==> src/rtl/fp_mul_pipe.sv <==
// Pipelined IEEE-754 multiplier: unpack/classify, significand multiply, normalise,
// then round/pack into the output register. FTZ on inputs and results, RNE rounding.
module fp_mul_pipe #(
   parameter int EXP_W = 8,
   parameter int MAN_W = 23
) (
   input  logic                 clk,
   input  logic                 reset,
   input  logic                 in_valid,
   output logic                 in_ready,
   input  logic [EXP_W+MAN_W:0] a,
   input  logic [EXP_W+MAN_W:0] b,
   output logic                 out_valid,
   input  logic                 out_ready,
   output logic [EXP_W+MAN_W:0] y,
   output logic [3:0]           flags
);
   localparam int W    = EXP_W + MAN_W + 1;
   localparam int SW   = MAN_W + 1;
   localparam int PW   = 2 * SW;
   localparam int EW   = EXP_W + 2;
   localparam int BIAS = (1 << (EXP_W - 1)) - 1;
   localparam logic [EW-1:0] BIAS_E  = EW'(BIAS);
   localparam logic [EW-1:0] EXP_MAX = {2'b00, {EXP_W{1'b1}}};
   localparam logic [W-1:0]  QNAN    = {1'b0, {EXP_W{1'b1}}, 1'b1, {(MAN_W-1){1'b0}}};

   typedef enum logic [1:0] {CL_NUM, CL_NAN, CL_INF, CL_ZERO} cls_t;

   logic en;
   assign en       = !out_valid || out_ready;
   assign in_ready = en;

   // ---------------- stage 1: unpack / classify ----------------
   logic               sa, sb;
   logic [EXP_W-1:0]   ea, eb;
   logic [MAN_W-1:0]   fa, fb;
   logic               za, zb, infa, infb, nana, nanb, snana, snanb;
   cls_t               cls_d;
   logic               inv_d;

   assign sa    = a[W-1];
   assign sb    = b[W-1];
   assign ea    = a[MAN_W +: EXP_W];
   assign eb    = b[MAN_W +: EXP_W];
   assign fa    = a[MAN_W-1:0];
   assign fb    = b[MAN_W-1:0];
   // exp==0 covers both true zero and flushed subnormals
   assign za    = (ea == '0);
   assign zb    = (eb == '0);
   assign infa  = (&ea) && (fa == '0);
   assign infb  = (&eb) && (fb == '0);
   assign nana  = (&ea) && (fa != '0);
   assign nanb  = (&eb) && (fb != '0);
   assign snana = nana && !fa[MAN_W-1];
   assign snanb = nanb && !fb[MAN_W-1];

   always_comb begin
      cls_d = CL_NUM;
      inv_d = snana || snanb || (za && infb) || (infa && zb);
      if (nana || nanb || (za && infb) || (infa && zb)) cls_d = CL_NAN;
      else if (infa || infb)                           cls_d = CL_INF;
      else if (za || zb)                               cls_d = CL_ZERO;
   end

   logic           s1_valid, s1_sign, s1_inv;
   logic [EW-1:0]  s1_exp;
   logic [SW-1:0]  s1_ma, s1_mb;
   cls_t           s1_cls;

   always_ff @(posedge clk) begin
      if (reset) begin
         s1_valid <= 1'b0;
      end else if (en) begin
         s1_valid <= in_valid;
         s1_sign  <= sa ^ sb;
         s1_exp   <= {2'b00, ea} + {2'b00, eb} - BIAS_E;
         s1_ma    <= {1'b1, fa};
         s1_mb    <= {1'b1, fb};
         s1_cls   <= cls_d;
         s1_inv   <= inv_d;
      end
   end

   // ---------------- stage 2: significand multiply ----------------
   logic           s2_valid, s2_sign, s2_inv;
   logic [EW-1:0]  s2_exp;
   logic [PW-1:0]  s2_prod;
   cls_t           s2_cls;

   always_ff @(posedge clk) begin
      if (reset) begin
         s2_valid <= 1'b0;
      end else if (en) begin
         s2_valid <= s1_valid;
         s2_sign  <= s1_sign;
         s2_exp   <= s1_exp;
         s2_prod  <= {{SW{1'b0}}, s1_ma} * {{SW{1'b0}}, s1_mb};
         s2_cls   <= s1_cls;
         s2_inv   <= s1_inv;
      end
   end

   // ---------------- stage 3: normalise, extract guard/round/sticky ----------------
   logic [PW-1:0]  norm;
   logic [EW-1:0]  exp_n;

   assign norm  = s2_prod[PW-1] ? s2_prod : {s2_prod[PW-2:0], 1'b0};
   assign exp_n = s2_exp + {{(EW-1){1'b0}}, s2_prod[PW-1]};

   logic           s3_valid, s3_sign, s3_inv, s3_g, s3_r, s3_s;
   logic [EW-1:0]  s3_exp;
   logic [SW-1:0]  s3_mant;
   cls_t           s3_cls;

   always_ff @(posedge clk) begin
      if (reset) begin
         s3_valid <= 1'b0;
      end else if (en) begin
         s3_valid <= s2_valid;
         s3_sign  <= s2_sign;
         s3_exp   <= exp_n;
         s3_mant  <= norm[PW-1 -: SW];
         s3_g     <= norm[PW-SW-1];
         s3_r     <= norm[PW-SW-2];
         s3_s     <= |norm[PW-SW-3:0];
         s3_cls   <= s2_cls;
         s3_inv   <= s2_inv;
      end
   end

   // ---------------- round to nearest even, range check, pack ----------------
   logic           rnd_up, inexact;
   logic [SW:0]    rsum;
   logic [EW-1:0]  rexp;
   logic [MAN_W-1:0] rfrac;
   logic [W-1:0]   y_d;
   logic [3:0]     flags_d;

   always_comb begin
      rnd_up  = s3_g && (s3_r || s3_s || s3_mant[0]);
      rsum    = {1'b0, s3_mant} + {{SW{1'b0}}, rnd_up};
      rexp    = s3_exp + {{(EW-1){1'b0}}, rsum[SW]};
      rfrac   = rsum[SW] ? rsum[MAN_W:1] : rsum[MAN_W-1:0];
      inexact = s3_g || s3_r || s3_s;
      y_d     = '0;
      flags_d = '0;
      case (s3_cls)
         CL_NAN: begin
            y_d     = QNAN;
            flags_d = {s3_inv, 3'b000};
         end
         CL_INF:  y_d = {s3_sign, {EXP_W{1'b1}}, {MAN_W{1'b0}}};
         CL_ZERO: y_d = {s3_sign, {(W-1){1'b0}}};
         default: begin
            if ($signed(rexp) >= $signed(EXP_MAX)) begin
               y_d     = {s3_sign, {EXP_W{1'b1}}, {MAN_W{1'b0}}};
               flags_d = 4'b0101;
            end else if (rexp[EW-1] || rexp == '0) begin
               y_d     = {s3_sign, {(W-1){1'b0}}};
               flags_d = 4'b0011;
            end else begin
               y_d     = {s3_sign, rexp[EXP_W-1:0], rfrac};
               flags_d = {3'b000, inexact};
            end
         end
      endcase
   end

   always_ff @(posedge clk) begin
      if (reset) begin
         out_valid <= 1'b0;
         y         <= '0;
         flags     <= '0;
      end else if (en) begin
         out_valid <= s3_valid;
         y         <= y_d;
         flags     <= flags_d;
      end
   end

endmodule

==> config.mk <==
export PLATFORM = sky130hd
export DESIGN_NAME = fp_mul_pipe
export DESIGN_NICKNAME = d
export VERILOG_FILES = /design/src/rtl/fp_mul_pipe.sv
export SDC_FILE = /design/constraint.sdc
export NUM_CORES = 2
export LEC_CHECK = 0
export CORE_MARGIN = 2
export CORE_UTILIZATION = 60
export DETAILED_ROUTE_END_ITERATION = 8
export DONT_BUFFER_PORTS = 1
export GPL_TIMING_DRIVEN = 0
export PLACE_DENSITY_LB_ADDON = 0.2
export RECOVER_POWER = 25
export SYNTH_ARGS = -nofsm -noshare
export SYNTH_HDL_FRONTEND = slang
export SYNTH_SLANG_ARGS = --single-unit
==> constraint.sdc <==
create_clock -name clk -period 15.74 [get_ports clk]
set_clock_uncertainty 0.1 [all_clocks]
set_input_delay 3.935 -clock clk [delete_from_list [all_inputs] [get_ports clk]]
set_output_delay 3.935 -clock clk [all_outputs]
set_load 0.01 [all_outputs]
Word level (Yosys, flattened, before mapping)
Index checks and enable logic that the tools add are counted.
Storage, ports and cells
  flip-flop bits (word level): 203
  word-level logic and storage cells: 86
Operators by class
  eq/ne operators: 3
  $lt $le $gt $ge: 1
  muxes and demuxes: 10
  bitwise gates (word level): 2
  multiply operators: 1
  add/subtract/negate cells: 5
  reductions and logical operators: 38
Operators with widths (number)
  $pmux W32 S3: 1
  $mux W31: 2
  $mul A24 B24 Y48: 1
  $mux W47: 1
  $logic_not A23 Y1: 2
  $reduce_bool A23 Y1: 2
  $add A24 B1 Y25: 1
  $mux W23: 1
  $reduce_or A22 Y1: 1
  $add A10 B1 Y10: 2
  $logic_not A8 Y1: 2
  $reduce_and A8 Y1: 2
  $logic_or A1 B1 Y1: 14
  $ge A10 B9 Y1 const B: 1
  $logic_not A10 Y1: 1
  $sub A9 B7 Y10 const B: 1
  $add A8 B8 Y9: 1
  $logic_and A1 B1 Y1: 9
  $pmux W4 S2: 1
  $mux W2: 3
  $eq A2 B2 Y1 const B: 2
  $logic_not A1 Y1: 3
  $mux W3: 1
  $eq A2 B1 Y1 const B: 1
  other kinds (4): 4

Depth between registers and ports, before layout
  depth in word-level cells: 10
  mapped depth: 27
  gate-level depth less buffers: 25

Worst setup path after synthesis
OpenSTA, ideal clock, no wires.
  kind: in2reg
  start: input port out_ready
  end: register s1_cls[0], enable pin
  arrival: 10982 ps
  slack: 3964 ps
  buffers on the path: 1
  stages: 3
  data required time: 14947 ps
  cells stage by stage: nor2b_1 > clkbuf_1 > nor2_1
Between the ends
  longest elaborated chain between the ends: 2
Ends and longest elaborated chain
  start: declaration: line 14  | input logic out_ready,
  $logic_or A1 B1 Y1: line 30  | assign en = !out_valid || out_ready;
  $reduce_and A2 Y1 (no line)
  end signal: assignment: line 79  | s1_cls <= cls_d;
  end: declaration: line 68  | cls_t s1_cls;
No other way between the ends.
A chain may end at the register's enable or synchronous reset.

Worst setup path in the final report
  start: register s1_mb[12]
  end: register s2_prod[45], data pin
Between the ends
  longest elaborated chain between the ends: 1
Ends and longest elaborated chain
  start: declaration: line 67  | logic [SW-1:0] s1_ma, s1_mb;
  start signal: assignment: line 78  | s1_mb <= {1'b1, fb};
  $mul A24 B24 Y48: line 97  | s2_prod <= {{SW{1'b0}}, s1_ma} * {{SW{1'b0}}, s1_mb};
  end signal: assignment: line 97
  end: declaration: line 87  | logic [PW-1:0] s2_prod;
No other way between the ends.

==> out/metrics.sh <==
OUTCOME='complete, no violations'
MIN_PERIOD_OVER_PERIOD_PCT=59.24
FINAL_LAYOUT_SIZE_SUFFIX_GT1_SHARE_PCT=3.288
DIE_AREA_SQ_MM=0.04661
DIE_HEIGHT_UM=215.9
DR_TOTAL_VIAS=19568
CELL_COUNT_OF_THE_WORST_HOLD_PATH=0
CLOCK_TREE_SINKS=203
YOSYSTOPAREACELLSHARE_PCT=35.90
FLOORPLAN.CORE_AREA_SQ_MM=0.04422
WORSTSETUPPATHDEPTH=20
PERIOD_NEEDED_PS=9325
DETAILEDPLACEMENTHPWL_MM=66.71
CRIT_ARRIVAL_PS=9500
YOSYSUNIQUECELLTYPES=71
AREA_DELTA_SYNTH_FINAL_PCT=5.890
SYNTH_AREA_LEADER_CELL='sky130_fd_sc_hd__fa_1'
PLACE_CONGESTION=1.014
WORST_R2R_STARTPOINT='s1_mb[12]'
GRT_SETUP_UNREPAIRED='false'
ROUTE.MET2.WL_MM=35.83
IO_PINS=106
MAX_SLEW.WORST_PIN.SLEW_PS=1302
CRITICAL-PATH-TOP-DELAY-FAMILY='adder cells'
SYNTH.YOSYS.SEQ_AREA_SHARE_PCT=21.14
TIMING.CRITICAL_PATH.TO_TYPE='flop'
CTS_HOLD_BUFFERS=0
SYNTH.CELL_AREA_SQ_MM=0.02694
TOP_LAYER='met5'
TOTAL_NUMBER_OF_H_TREE_LEVELS=1
MAX-SLEW-MARGIN-REL_PCT=12.42
START_KIND='flop'
HOLD_CLASS='reg2reg'
CRITICAL_PATH.N_BUFFERS_INVERTERS=4
OVERFLOW=0
HIGHEST_CLOCK_RATE_MHz=107.2
DRT_FIRST_PASS_ITERS=5
SETUP.WORST_PATH.END='s2_prod[45]'
PORT-BUFFER-COUNT=0
INITIAL_ANTENNA_VIOLATION_COUNT=13
CRITICAL_PATH_PEAK_FANOUT=10
SYNTHCELLS=2689
NNETSFINAL=3468
ROUTE.FINAL.WIRE_LENGTH_MM=82.23
ANTENNA_VIOLATING_NETS_POST_ROUTE=0
VIAS_IN_THE_FIRST_GLOBAL_ROUTE=20294
TRITONCTS_CLOCK_TREE='yes'
SLOWEST_DELAY_PS=1120
SYNTHESIS.YOSYS.WARNINGS=0
DRT_ITER0_DRC=1701
CLK-INSERTION-DELAY-LATE_PS=550
FP-ROW-COUNT=77
SLOWEST_STAGE='sky130_fd_sc_hd__nor4_1'
DETAIL_ROUTE.VIAS_PER_CELL=5.866
CRITPATHKIND='reg2reg'
SYNTH-EDFF-COUNT=163
FINAL.FILL_COUNT=3629
DRC=0
MAPPEDNETLISTNETS=3437
YOSYS_MOST_USED_DFF='sky130_fd_sc_hd__edfxtp_1'
CTS_ROOT_BUFFER='sky130_fd_sc_hd__clkbuf_16'
CTS_POST_SETUP_BUFFERS_INSERTED=0
FIN_SETUP_TNS_PS=0
CTS-BUFFERS-INSERTED=24
SLEW_VIOLATIONS=0
CRITICAL-PATH-TOP-CELL-BY-COUNT='sky130_fd_sc_hd__fa_1'
CTSRESIZECOUNT=0
MAX-CAP-VIOLATIONS=0
SYNTH_SEQ_CELLS=203
WIRELENGTH_MET1_MM=32.38
REG2REG_SLACK_PS=6410
YS_TOP_CELLS_BY_AREA='sky130_fd_sc_hd__fa_1 36%, sky130_fd_sc_hd__edfxtp_1 18%, sky130_fd_sc_hd__ha_1 9.2%'
WORST-ENDPOINT-REQUIRED_PS=15910
SETUP.WORST_PATH.START='s1_mb[12]'
SYN-MEAN-INSTANCE-AREA_SQ_UM=10.02
GLOBAL_ROUTE.USAGE.TOTAL_PCT=36.30
MAXIMUM_NUMBER_OF_PINS_ON_ONE_NET_BEFORE_GLOBAL_ROUTE_REPAIR=39
GRT_FIRST_PASS_WIRELENGTH_MM=123.4
WORSTREGTOREGCELLS=20
FINAL_CELL_MIX='561 x sky130_fd_sc_hd__inv_1, 483 x sky130_fd_sc_hd__fa_1, 321 x sky130_fd_sc_hd__nand2_1'
FINAL_HOLD_VIOLATION_COUNT=0
MAX_ROOT_SINK_BUFFERS=3
FLOORPLAN.INITIALDENSITY_PCT=60.91
FINALSETUPVIOLCOUNT=0
DIE-WIDTH_UM=215.9
CRITICAL_PATH.CELL_CHAIN='clkbuf_1 > clkbuf_1 > nand2_1 > fa_1 > fa_1 > fa_1 > fa_1 > fa_1 > fa_1 > fa_1 > inv_1 > ha_1 > clkbuf_2 > a21o_1 > nor4_1 > o211a_1 > nor4b_4 > nor4_2 > o31a_1 > o31a_1'
ASYNC_RESET_FF_SHARE_PCT=0
WL_PER_CELL_UM=24.65
R2R-END='s2_prod[45]'
WL_MET3_MM=9.658
CTS.REPORTEDPATHS.CLKPINSLEW_PS=60
MOSTFREQUENTLAYOUTCELL='sky130_fd_sc_hd__inv_1'
## state kept, by name (all words and copies together), names as in the netlist, 2 cells and up
name / flops
s2_prod: 48
y: 32
s3_mant: 24
s1_ma: 23
s1_mb: 23
s1_exp: 10
s2_exp: 10
s3_exp: 10
flags: 4
s1_cls: 2
s2_cls: 2
s3_cls: 2
## layout make-up
cell class              count  area [sq um]  share of cell area, %
plain buffers             116         470.5                  1.649
inverters                 563          2113                  7.409
well taps                 592         740.7                  2.597
diodes                      7         17.52                0.06141
flip-flops and latches    203          5695                  19.97
multi-input cells        1807         18670                  65.46
repair buffers              5         87.58                 0.3071
clock inverters            10         72.57                 0.2544
clock buffers              33         654.4                  2.294
## per-stage QoR
step	utilization [%]	instances	worst slack (ps)	hold WS (ps)	area, sq um
detailed placement	62.79	3285	6701	306.6	27770
finish	64.50	3336	6415	314.3	28520
floorplan	-	2689	3964	300.3	26940
global route	64.47	3331	6304	327.1	28510
global placement	62.59	3281	1333	300.4	27680
CTS	64.43	3328	6675	318.3	28490
## layer usage
metal	GRT usage, %	up-vias
li1	-	8406
met1	48.87	9864
met2	54.47	1072
met3	10.94	218
met4	16.60	8
met5	0	-
## how the worst min path moves through the flow
stage / startpoint / endpoint / slack, ps
3_5_place_dp: s1_exp[9] / s2_exp[9] / 310
6_report: s2_cls[0] / s3_cls[0] / 310
3_3_place_gp: s2_cls[0] / s3_cls[0] / 300
5_1_grt: s1_inv / s2_inv / 330
2_1_floorplan: s1_cls[0] / s2_cls[0] / 300
4_1_cts: s2_cls[0] / s3_cls[0] / 320
## cell usage after synthesis, types with 22 or more instances
cell type                  count
sky130_fd_sc_hd__nand3_1      33
sky130_fd_sc_hd__nor2_1       70
sky130_fd_sc_hd__xor2_1       34
sky130_fd_sc_hd__edfxtp_1    163
sky130_fd_sc_hd__a21o_1       25
sky130_fd_sc_hd__nand2_1     321
sky130_fd_sc_hd__ha_1        197
sky130_fd_sc_hd__dfxtp_1      40
sky130_fd_sc_hd__xnor2_1      48
sky130_fd_sc_hd__clkbuf_1    109
sky130_fd_sc_hd__inv_1       561
sky130_fd_sc_hd__a21oi_1      63
sky130_fd_sc_hd__and2_1      261
sky130_fd_sc_hd__and3_1       22
sky130_fd_sc_hd__fa_1        483
sky130_fd_sc_hd__o21ai_0      37
sky130_fd_sc_hd__mux2_2       26
## kinds of logic after synthesis
group	after synthesis	share of synthesized area [%]
xor gates and xnor gates	82	2.666
buffers and inverters	679	9.592
DFF	203	21.14
muxes	28	1.161
and+or+nand+nor	801	15.03
adders and majority gates	680	45.05
AOI/OAI and AO/OA	216	5.360
Power is left out: the tool's default activity adds up to more than one toggle a clock period on the data nets, which glitch-free logic cannot reach.
